<file path="config.mk">
export PLATFORM = sky130hd
export DESIGN_NAME = nbit_miso_spi_buffer
export DESIGN_NICKNAME = d
export VERILOG_FILES = /design/src/rtl/nbit_miso_spi_buffer.sv
export SDC_FILE = /design/constraint.sdc
export NUM_CORES = 1
export LEC_CHECK = 0
export ABC_AREA = 1
export CAP_MARGIN = 10
export CORE_MARGIN = 1
export CORE_UTILIZATION = 50
export CTS_CLUSTER_SIZE = 10
export DETAILED_ROUTE_END_ITERATION = 16
export PLACE_DENSITY_LB_ADDON = 0.25
export SYNTH_ARGS = -nofsm -noshare
export SYNTH_HDL_FRONTEND = slang
export SYNTH_SLANG_ARGS = --single-unit
</file>
<file path="constraint.sdc">
create_clock -name i_SCK -period 1.9 [get_ports i_SCK]
set_input_delay 0.285 -clock i_SCK [delete_from_list [all_inputs] [get_ports i_SCK]]
set_output_delay 0.285 -clock i_SCK [all_outputs]
set_load 0.005 [all_outputs]
</file>
<file path="src/rtl/nbit_miso_spi_buffer.sv">
// nbit_miso_spi_buffer: deserialises MISO bits sampled on rising i_SCK into
// WIDTH-bit bytes and packs up to N bytes per frame into a wide parallel word.
// Ports: i_SCK/i_RST_N (clock, async active-low reset), i_MISO (serial in),
//   i_START/i_N_receive (frame request and byte count; 0 or >N means N),
//   o_DATA (packed frame, byte k at [k*WIDTH +: WIDTH]), o_BYTE/o_BYTE_IDX
//   (last completed byte and its index), o_BYTE_VALID/o_DONE (1-cycle strobes),
//   o_BUSY (high while receiving).
// Latency: a k-byte frame raises o_DONE k*WIDTH edges after the start edge.
// Build option: define MISO_LSB_FIRST_EN for LSB-first bit order (default MSB-first).
module nbit_miso_spi_buffer #(
  parameter int WIDTH = 8,
  parameter int N     = 8
) (
  input  logic               i_SCK,
  input  logic               i_RST_N,
  input  logic               i_MISO,
  input  logic               i_START,
  input  logic [4:0]         i_N_receive,
  output logic [WIDTH*N-1:0] o_DATA,
  output logic [WIDTH-1:0]   o_BYTE,
  output logic [4:0]         o_BYTE_IDX,
  output logic               o_BYTE_VALID,
  output logic               o_DONE,
  output logic               o_BUSY
);

  localparam logic [0:0] S_IDLE    = 1'b0;
  localparam logic [0:0] S_RECEIVE = 1'b1;

  localparam int             BW       = (WIDTH > 1) ? $clog2(WIDTH) : 1;
  localparam logic [BW-1:0]  LAST_BIT = BW'(WIDTH - 1);
  localparam logic [4:0]     N_MAX    = 5'(N);

  logic [0:0]       state;
  logic [4:0]       count;
  logic [4:0]       byte_cnt;
  logic [BW-1:0]    bit_cnt;
  logic [WIDTH-1:0] shift_reg;
  logic [WIDTH-1:0] assembled;
  logic [4:0]       n_clamped;

  // Value of the shift register including the bit sampled on this edge; on
  // the last bit of a byte this is the complete byte.
  always_comb begin
`ifdef MISO_LSB_FIRST_EN
    assembled = {i_MISO, shift_reg[WIDTH-1:1]};
`else
    assembled = {shift_reg[WIDTH-2:0], i_MISO};
`endif
  end

  always_comb begin
    n_clamped = i_N_receive;
    if (i_N_receive == 5'd0 || i_N_receive > N_MAX) begin
      n_clamped = N_MAX;
    end
  end

  assign o_BUSY = (state == S_RECEIVE);

  always_ff @(posedge i_SCK or negedge i_RST_N) begin
    if (!i_RST_N) begin
      state        <= S_IDLE;
      count        <= '0;
      byte_cnt     <= '0;
      bit_cnt      <= '0;
      shift_reg    <= '0;
      o_DATA       <= '0;
      o_BYTE       <= '0;
      o_BYTE_IDX   <= '0;
      o_BYTE_VALID <= 1'b0;
      o_DONE       <= 1'b0;
    end else begin
      o_BYTE_VALID <= 1'b0;
      o_DONE       <= 1'b0;
      case (state)
        S_IDLE: begin
          // The start edge only arms the receiver; bit 0 comes on the next edge.
          if (i_START) begin
            state     <= S_RECEIVE;
            count     <= n_clamped;
            byte_cnt  <= '0;
            bit_cnt   <= '0;
            shift_reg <= '0;
          end
        end
        default: begin
          shift_reg <= assembled;
          bit_cnt   <= bit_cnt + 1'b1;
          if (bit_cnt == LAST_BIT) begin
            bit_cnt      <= '0;
            byte_cnt     <= byte_cnt + 1'b1;
            o_BYTE       <= assembled;
            o_BYTE_IDX   <= byte_cnt;
            o_BYTE_VALID <= 1'b1;
            for (int k = 0; k < N; k++) begin
              if (byte_cnt == 5'(k)) begin
                o_DATA[k*WIDTH +: WIDTH] <= assembled;
              end
            end
            if (byte_cnt == count - 5'd1) begin
              o_DONE <= 1'b1;
              // i_START on the final edge chains the next frame with no gap.
              if (i_START) begin
                count    <= n_clamped;
                byte_cnt <= '0;
              end else begin
                state <= S_IDLE;
              end
            end
          end
        end
      endcase
    end
  end

endmodule
</file>
Yosys cells after proc, flatten, opt, wreduce, memory -nomap -nowiden

Index checks and enable logic that the tools add are counted.
Widths: inputs -> output; s select.

Flip-flop bits (word level): 100
Bits in latches: 0
Memory bits (writable): 0
ROM bits: 0
Input bits: 9
Output and inout port bits: 80
Memories: 0

$add $sub $neg: 3
Multiply operators: 0
Div/mod/pow operators: 0
Magnitude comparators: 1
Equality and inequality tests: 11
Shift operators: 0
Muxes and demuxes: 24
Bitwise logic cells: 0
Reductions and logical operators: 15

Operators by type and width:

| cell                | number |
|---|---|
| $mux 5              | 10 |
| $reduce_and 3->1    | 8 |
| $eq 5x3->1 const B  | 4 |
| $mux 7              | 2 |
| $eq 5x2->1 const B  | 2 |
| $logic_not 5->1     | 2 |
| $mux 1              | 9 |
| $mux 3              | 3 |
| $reduce_and 2->1    | 3 |
| $add 5x1->5 const B | 1 |
| $eq 5x1->1 const B  | 1 |
| $eq 5x5->1          | 1 |
| $gt 5x4->1 const B  | 1 |
| $sub 5x1->5 const B | 1 |
| $ne 2x1->1 const B  | 2 |
| $add 3x1->3 const B | 1 |
| $eq 3x3->1 const B  | 1 |
| $reduce_bool 2->1   | 1 |
| $logic_or 1x1->1    | 1 |

Depth between registers and ports, before layout

Gate-level depths: netlist of run 1.

Word-level depth: 7
Mapped depth: 13
Depth with buffers taken out: 13

Worst setup path before layout of run 1

No wires, ideal clock.

Path kind: reg-to-reg
Start: register count[0]
End: register count[4]
Setup time: 0.117 ns
Arrival time: 1.449 ns
Slack: 0.335 ns
Stages on the path, launching flop included: 13
Period minus slack after synthesis: 1.565 ns
Path through: dfrtp_1 > inv_1 > ha_1 > inv_1 > nand2_1 > nand2_1 > nor2_1 > nand2_1 > nor2_1 > nand2_2 > nand2_4 > nand3_4 > and2_4

Cells in the longest elaborated chain, start to end: 4

RTL lines:

| what                       | line | source |
|---|---|---|
| start: declaration         | 35   | `logic [4:0] count;` |
| start signal: assignment   | 81   | `count <= n_clamped;` |
| start signal: assignment   | 105  | `count <= n_clamped;` |
| $sub 5x1->5                | 101  | `if (byte_cnt == count - 5'd1) begin` |
| $eq 5x5->1                 | 101  |  |
| $ne 2x1->1 (no line)       | n/a  |  |
| $reduce_and 2->1 (no line) | n/a  |  |

Every way passes these cells.
A chain may end at the register's enable or synchronous reset.

Worst setup path after layout of run 1

Start: register bit_cnt[0]
End: register o_DATA[27]

Cells in the longest elaborated chain, start to end: 2

RTL lines:

| what                           | line | source |
|---|---|---|
| start: declaration             | 37   | `logic [BW-1:0] bit_cnt;` |
| start signal: assignment       | 89   | `bit_cnt <= bit_cnt + 1'b1;` |
| $eq 3x3->1                     | 90   | `if (bit_cnt == LAST_BIT) begin` |
| $reduce_and 3->1 (no line)     | n/a  |  |
| end signal: indexed assignment | 98   | `o_DATA[k*WIDTH +: WIDTH] <= assembled;` |
| end: declaration               | 19   | `output logic [WIDTH*N-1:0] o_DATA,` |

Every way passes these cells.

==> results of run 1 <==
[Yosys cell counts (2+ instances only)]
master,instances,share of area (%)
nand2_2,2,0.31
clkbuf_1,7,0.64
nor2_2,2,0.31
dfrtp_1,100,61
nand3_1,6,0.73
o21ai_1,56,6.9
o21ai_2,8,1.7
o22ai_1,11,1.7
ha_1,7,2.1
o21ai_0,16,2.0
inv_2,2,0.18
nand2_1,112,10
nand3_2,8,2.0
nand4_1,5,0.76
inv_1,26,2.4
nor2_1,19,1.7
buf_6,8,2.2
[metrics by stage]
stage	util [%]	setup TNS [ns]	hold slack (ns)	total power, W	std cells
after global placement	64.13	0	0.3162	0.005657	586
final	66.94	0	0.4588	0.007027	604
after CTS	66.71	0	0.4687	0.007062	603
after floorplan	-	0	-0.01059	0.004186	410
after global routing	66.94	-0.01685	0.4850	0.007444	604
after detailed placement	64.13	0	0.3153	0.005762	586
[worst min-delay path: stages]
cell,delay (ns)
dlygate4sd3_1,0.53
buf_4,0.12
buf_12,0.27
[power by group]
group	internal (W)	switching (W)	leakage [nW]
Clock	0.000538	0.000765	0.0958
Combinational	0.00146	0.000997	1.03
Sequential	0.00281	0.000459	1.29
Total	0.00481	0.00222	2.41
[per-layer routing]
layer / track usage (%) / vias to the layer above
met5: 0 / -
met1: 30.44 / 1515
met3: 6.158 / 9
met4: 7.422 / 0
li1: - / 1522
met2: 34.69 / 93
[what timing repair did]
item	in CTS	in global routing
hold endpoints to repair	73	0
buffers inserted	0	1
endpoints found under the setup margin	0	15
gates resized for setup	0	2
hold buffers	1	0
[logic make-up after synthesis]
logic type,after synthesis,share of synthesized area (%)
buf+inv,46,5.810
flops,100,61.16
fa+ha+maj,7,2.141
simple gates,161,17.74
compound gates,96,13.15
[area by class of cell]
cell class	instances	area (um^2)
inverter	28	105.1
timing repair buffer	94	938.4
fill	615	2581
clock buffer	10	137.6
clock inverter	6	53.80
tap	102	127.6
multi-input combinational	264	1361
sequential	100	2502
[path summary, 6_finish.rpt]
check	to	slack, ns	depth (start not counted)
setup / recovery	o_DATA[27]$_DFFE_PN0P_	0.13	7
hold / removal	o_DATA[12]$_DFFE_PN0P_	0.46	3
setup reg to reg	o_DATA[27]$_DFFE_PN0P_	0.13	7
hold reg to reg	o_BYTE[0]$_DFFE_PN0P_	0.49	2
max in group asynchronous	bit_cnt[2]$_DFFE_PN0P_	1.02	3
min in group i_SCK	o_BYTE[0]$_DFFE_PN0P_	0.49	2
==> impl_metrics.ini, run 1 <==
[status]
status = complete, no violations

[finish]
largest_reg_flops = 64
final_layout_size_suffix_gt1_share_pct = 9.761
final_common_cell = nand2_1
mostFrequentLayoutCells = nand2_1 (112), dfrtp_1 (100), clkdlybuf4s50_1 (87)
final_nets = 513
area_growth_pct = 27.74
antenna_cells = 0
fin_area_mm2 = 0.005226

[setup_path]
path_max_fanout = 16
end_kind = flip-flop
critical_path_class = reg2reg
startpoint_type = flip-flop
cpLargestDelayFamily = simple AND/OR/NAND/NOR gates
crit_required_ns = 2.12
slowest_delay_ns = 0.38
rr_startpoint = bit_cnt[0]$_DFFE_PN0P_
path_cells = ha_1 > ha_1 > nand2_2 > nor2_4 > nand3_2 > nand2_1 > o21ai_1
worst-path-buf-inv = 0
worst_path_max_delay_cell = dfrtp_1
cp.arrival_ns = 1.99
path_common_cell = ha_1
crit_start = bit_cnt[0]$_DFFE_PN0P_

[global_route]
grt_overflow_total = 0
track_usage_pct = 22.33
grt_pass1_vias = 2940
grt_pass1_wl_mm = 14.56
grt_max_degree = 63
grt_antenna_before_repair = 0

[route]
wl_met3_um = 601
wl_per_cell_um = 15.13
wl_met2_mm = 4.352
drt_drc_violations_left = 0
routed.top_layer = met4
routed_wl_mm = 9.136
drt_pass1_iterations = 5
drt_iter0_markers = 172
via_per_inst = 5.197
vias = 3139
wl_met1_mm = 4.095
postRouteAntennaNets = 0

[clocking]
clock_path_buffers = 2
cts_tree = built
clk_latency_ns = 0.36
cts-root-buf = clkbuf_8
clkTransAtPathRegs_ns = 0.09
cts_sinks = 100
cts.htree.levels = 3
numCtsBuffers = 9

[floorplan]
core-area_mm2 = 0.007807
die_h_um = 92.46
die-area_mm2 = 0.008549
io_pins = 89
die_w_um = 92.46
rows = 32
initial_core_util_pct = 52.40

[yosys]
synth.avg_cell_area_um2 = 9.979
ys_ff_latch = 100
seq_area_frac_synth_pct = 61.16
synth_cell_type_count = 32
synth_area_mm2 = 0.004091
synthArstFlopShare_pct = 100.0
synth-edff-count = 0
synth_warnings = 0
synth_cells = 410
synthFlopType = dfrtp_1
synth_nets = 426

[power]
ir_worst_vdd_mv = 0.6930
power.leakage_nw = 2.414
p_per_area_mw_per_mm2 = 1344

[placement]
place_area_mm2 = 0.005007
place_ws_ns = 0.09240
hpwl_mm = 6.263
place.port_buffers = 88
gp_congestion = 0.7973

[timing]
relSlewSlack_pct = 63.45
drv_slew = 0
max_freq_mhz = 565.4
fin_ws_ns = 0.1312
final.min_clock_period_ns = 1.769
fin_skew_ns = 0.01953
tightest_slew_ns = 0.5426
hold_violations = 0
setup_violations = 0
min_period_over_period_pct = 93.09
rsz0062_at_grt = true

[run]
cap_violations = 0

[worst_hold_path]
hp-class = in2async
Power figures use the tool's default switching activity.
==> run 2, diff against run 1 <==
- MAX_ROUTING_LAYER: default -> met4
==> run 2 against run 1 <==
  * Worst hold slack got worse by 0.0057 ns
  * Power barely moved
  * Setup slack got worse by 0.0048 ns
  * Cell count unchanged
  * Wire length rose by 0.49%
  * Combinational power hardly changed
  * Clock-buffer cell count did not move
  * Final area stayed put
  * Via count rose by 0.32%
  * Register-to-register slack barely moved
  * Non-clock buffer count unchanged
  * Die area stayed put
==> impl_metrics.ini, run 2 (same netlist as run 1, synthesis figures left out) <==
[timing]
drv_slew = 0
setup-tns-final_ns = 0
hold_violations = 0
min_period_over_period_pct = 93.35
fin_skew_ns = 0.01637
relSlewSlack_pct = 61.74
max_freq_mhz = 563.8
rsz0062_at_grt = true
setup_violations = 0
final.min_clock_period_ns = 1.774
tightest_slew_ns = 0.5680
hold_ws_ns = 0.4531

[floorplan]
initial_core_util_pct = 52.40
die-area_mm2 = 0.008549
die_h_um = 92.46
rows = 32
core-area_mm2 = 0.007807
die_w_um = 92.46
io_pins = 89

[route]
wl_met3_um = 505
routed.top_layer = met4
postRouteAntennaNets = 0
wl_per_cell_um = 15.20
via_per_inst = 5.214
vias = 3149
routed_wl_mm = 9.181
drt_pass1_iterations = 5
drt_drc_violations_left = 0
wl_met1_mm = 4.162
wl_met2_mm = 4.380
drt_iter0_markers = 168

[power]
swShare_pct = 31.63
power.internal_w = 0.004805
p_sw_w = 0.002223
p_per_area_mw_per_mm2 = 1345
pwr-share-clk_pct = 18.6
comb_power_share_pct = 34.9
p_seq_share_pct = 46.5
power.leakage_nw = 2.414
ir_worst_vdd_mv = 0.6977

[placement]
place_area_mm2 = 0.005007
place.port_buffers = 88
hpwl_mm = 6.263
gp_congestion = 0.8087
placed_cells = 586

[clocking]
cts.htree.levels = 3
clock_path_buffers = 2
numCtsBuffers = 9
cts_tree = built
cts-root-buf = clkbuf_8
cts_sinks = 100
clkTransAtPathRegs_ns = 0.10
clk_latency_ns = 0.37

[status]
status = complete, no violations

[setup_path]
startpoint_type = flip-flop
worst-path-buf-inv = 1
worst_r2r_path_depth = 6
worst_path_max_delay_cell = dfrtp_1
rr_startpoint = bit_cnt[0]$_DFFE_PN0P_
end_kind = flip-flop
path_cells = ha_1 > ha_1 > nand2_2 > buf_4 > o21ai_0 > o22ai_1
critical_path_class = reg2reg
path_max_fanout = 28
crit_required_ns = 2.18
r2r-end = byte_cnt[2]$_DFFE_PN0P_
reg2reg_slack_ns = 0.13
slowest_delay_ns = 0.40
cp.arrival_ns = 2.06
crit_start = bit_cnt[0]$_DFFE_PN0P_
path_common_cell = ha_1
cpLargestDelayFamily = compound AO/OA/AOI/OAI gates

[run]
cap_violations = 0

[finish]
area_growth_pct = 27.74
final_common_cell = nand2_1
stdcell_count = 604
final_layout_size_suffix_gt1_share_pct = 9.761
fin_area_mm2 = 0.005226
mostFrequentLayoutCells = nand2_1 (112), dfrtp_1 (100), clkdlybuf4s50_1 (87)
antenna_cells = 0
largest_reg_flops = 64
final_nets = 513
fillers = 615
post-route-util_pct = 66.94

[worst_hold_path]
hp-class = in2async

[global_route]
grt_pass1_wl_mm = 14.56
grt_pass1_vias = 2946
grt_antenna_before_repair = 0
grt_overflow_total = 0
grt_max_degree = 63
track_usage_pct = 22.97
run 2: cell counts in the layout (fill, tap and decap cells not counted):
No cell type changed its count.
run 2: tightest hold or removal path, delay by kind of cell:
kind | cells | cell delay [ns]
buf+inv | 3 | 0.93
run 2: power groups by stage:
stage               registers (W)  clock network (W)  logic (W)
floorplan                 0.00329                  0   0.000900
global placement          0.00328                  0    0.00238
detailed placement        0.00330                  0    0.00246
CTS                       0.00327            0.00132    0.00247
global route              0.00335            0.00140    0.00269
finish                    0.00327            0.00130    0.00245
run 2: timing repair:
action,CTS,global route
setup buffers,0,1
resized for setup,0,2
hold buffers,1,0
endpoints found under the setup margin,0,17
hold endpoints to repair,73,0
run 2: per-layer routing:
| metal | global-route usage, % | up-vias |
|---|---|---|
| met5 | - | - |
| met3 | 4.680 | 10 |
| met4 | 8.984 | 0 |
| met1 | 30.61 | 1520 |
| met2 | 34.88 | 92 |
| li1 | - | 1527 |
run 2: worst max path at each step:
stage / depth (start not counted) / endpoint
floorplan: 12 / count[4]$_DFFE_PN0P_
global placement: 11 / byte_cnt[1]$_DFFE_PN0P_
detailed placement: 7 / o_DATA[6]$_DFFE_PN0P_
CTS: 7 / o_DATA[6]$_DFFE_PN0P_
global route: 7 / o_DATA[47]$_DFFE_PN0P_
finish: 6 / byte_cnt[2]$_DFFE_PN0P_
run 2: area by class of cell:
| cell class | count | area, um^2 | area share, % |
|---|---|---|---|
| Clock buffer | 10 | 137.6 | 2.633 |
| Clock inverter | 6 | 53.80 | 1.029 |
| Inverter | 28 | 105.1 | 2.011 |
| Multi-Input combinational cell | 264 | 1361 | 26.05 |
| Sequential cell | 100 | 2502 | 47.88 |
| Tap cell | 102 | 127.6 | 2.442 |
| Timing Repair Buffer | 94 | 938.4 | 17.96 |
run 2: per-stage QoR:
stage	power [W]	setup WS, ns
floorplan	0.004186	0.3347
global placement	0.005657	0.1517
detailed placement	0.005762	0.09240
CTS	0.007062	0.07392
global route	0.007436	-0.009072
finish	0.007028	0.1264
==> run 3, diff against run 2 <==
- CAP_MARGIN: 10 -> default
- PLACE_DENSITY: default -> 0.82
- PLACE_DENSITY_LB_ADDON: 0.25 -> default
- clock period: 1.9 -> 1.7 ns (I/O delays scaled with it)
==> run 3 against run 2 <==
  * Sequential power increased by 13%
  * Flip-flop and latch count unchanged
  * Die area unchanged
  * Utilization increased by 2.8 points
  * Critical path type unchanged
  * Fmax increased by 6.1%
  * Combinational power increased by 19%
  * Sequential share of layout area decreased by 1.9 points
  * First-iteration DRC count increased by 17%
  * Clock power increased by 15%
  * Largest power group unchanged
  * Wire length increased by 9.5%
==> impl_metrics.ini, run 3 (same netlist as run 1, synthesis figures left out) <==
[placement]
hpwl_mm = 6.507
place.port_buffers = 88
place_ws_ns = -0.05418
gp_congestion = 0.7706

[setup_path]
cp.arrival_ns = 1.93
startpoint_type = flip-flop
slowest_delay_ns = 0.38
cpLargestDelayFamily = simple AND/OR/NAND/NOR gates
path_common_cell = nand2_1
end_kind = flip-flop
critical_path_class = reg2reg
r2r-end = count[4]$_DFFE_PN0P_
crit_required_ns = 1.96
path_cells = inv_2 > ha_4 > inv_2 > nand2_1 > nand2_1 > nor2_1 > nand2_1 > nor2_1 > nand2_2 > nand2_4 > nand3_4 > and2_4
worst_path_max_delay_cell = dfrtp_1
worst-path-buf-inv = 2
worst_r2r_path_depth = 12
rr_startpoint = count[1]$_DFFE_PN0P_
path_max_fanout = 6
reg2reg_slack_ns = 0.03

[clocking]
numCtsBuffers = 9
cts-root-buf = clkbuf_8
clock_path_buffers = 2
clk_latency_ns = 0.36
cts_tree = built
cts_sinks = 100
clkTransAtPathRegs_ns = 0.09
cts.htree.levels = 3

[timing]
max_freq_mhz = 598.0
min_period_over_period_pct = 98.37
fin_ws_ns = 0.02775
tightest_slew_ns = 0.6044
final.min_clock_period_ns = 1.672
drv_slew = 0
relSlewSlack_pct = 59.28
setup_violations = 0
fin_skew_ns = 0.008185
setup-tns-final_ns = 0
rsz0062_at_grt = true
hold_violations = 0

[finish]
final_common_cell = nand2_1
mostFrequentLayoutCells = nand2_1 (111), dfrtp_1 (100), clkdlybuf4s50_1 (86)
final_nets = 522
antenna_cells = 0
area_growth_pct = 33.12
final_layout_size_suffix_gt1_share_pct = 12.55
largest_reg_flops = 64

[floorplan]
core-area_mm2 = 0.007807
die_h_um = 92.46
die_w_um = 92.46
rows = 32
initial_core_util_pct = 52.40
io_pins = 89
die-area_mm2 = 0.008549

[run]
cap_violations = 0

[power]
power.leakage_nw = 2.475
p_sw_w = 0.002570
pwr-share-clk_pct = 18.5
p_seq_share_pct = 45.5
swShare_pct = 31.72
comb_power_share_pct = 36.0
ir_worst_vdd_mv = 0.8572
p_per_area_mw_per_mm2 = 1488
power.internal_w = 0.005532

[global_route]
grt_pass1_wl_mm = 15.88
grt_pass1_vias = 3164
grt_overflow_total = 0
grt_antenna_before_repair = 0
grt_max_degree = 41
track_usage_pct = 24.85

[route]
via_per_inst = 5.410
postRouteAntennaNets = 0
wl_per_cell_um = 16.42
routed_wl_mm = 10.05
vias = 3311
drt_drc_violations_left = 0
drt_pass1_iterations = 5
drt_iter0_markers = 197

[worst_hold_path]
hp-class = in2async

[status]
status = complete, no violations
run 3: power by group through the flow:
stage                     Clock, W  Sequential [W]  Combinational (W)
after floorplan                  0         0.00367            0.00101
after detailed placement         0         0.00369            0.00277
after global placement           0         0.00367            0.00268
after global routing       0.00160         0.00378            0.00320
after CTS                  0.00150         0.00366            0.00278
final                      0.00150         0.00368            0.00291
run 3: per-stage QoR:
step,std cells,utilization (%),cell area [um^2],hold slack [ns],total power [W]
finish,612,69.76,5446,0.3552,0.008102
global route,612,69.76,5446,0.4056,0.008579
CTS,607,67.55,5274,0.3766,0.007940
detailed placement,590,64.84,5062,0.2155,0.006458
global placement,590,64.84,5062,0.2130,0.006352
floorplan,410,-,4091,-0.04059,0.004678
run 3: layout make-up:
type                            count  area [um^2]
Sequential cell                   100         2502
Fill cell                         579         2361
Multi-Input combinational cell    264         1456
Timing Repair Buffer              103         1064
Clock buffer                       11        141.4
Tap cell                          102        127.6
Inverter                           28        105.1
Clock inverter                      4        50.05
run 3: per-layer routing:
layer / vias up / wire [um] / GRT usage, %
li1: 1532 / - / -
met1: 1606 / 4232 / 33.41
met2: 137 / 4974 / 38.40
met3: 36 / 562 / 4.105
met4: 0 / 279 / 9.115
met5: - / 0 / -
run 3: worst max-delay path by stage:
stage / startpoint / endpoint / slack (ns) / depth (start not counted)
finish: count[1]$_DFFE_PN0P_ / count[4]$_DFFE_PN0P_ / 0.03 / 12
global route: byte_cnt[3]$_DFFE_PN0P_ / count[1]$_DFFE_PN0P_ / -0.08 / 11
CTS: bit_cnt[0]$_DFFE_PN0P_ / o_DATA[52]$_DFFE_PN0P_ / -0.07 / 7
detailed placement: bit_cnt[0]$_DFFE_PN0P_ / o_DATA[34]$_DFFE_PN0P_ / -0.05 / 7
global placement: count[1]$_DFFE_PN0P_ / byte_cnt[1]$_DFFE_PN0P_ / 0.02 / 11
floorplan: count[0]$_DFFE_PN0P_ / count[4]$_DFFE_PN0P_ / 0.13 / 12
run 3: what timing repair did:
action,4_1_cts,5_1_grt
cloned,0,1
endpoints found under the hold margin,29,0
buffers inserted,1,4
hold buffers,1,0
pin swaps,0,3
resized for setup,1,20
endpoints found under the setup margin,50,75
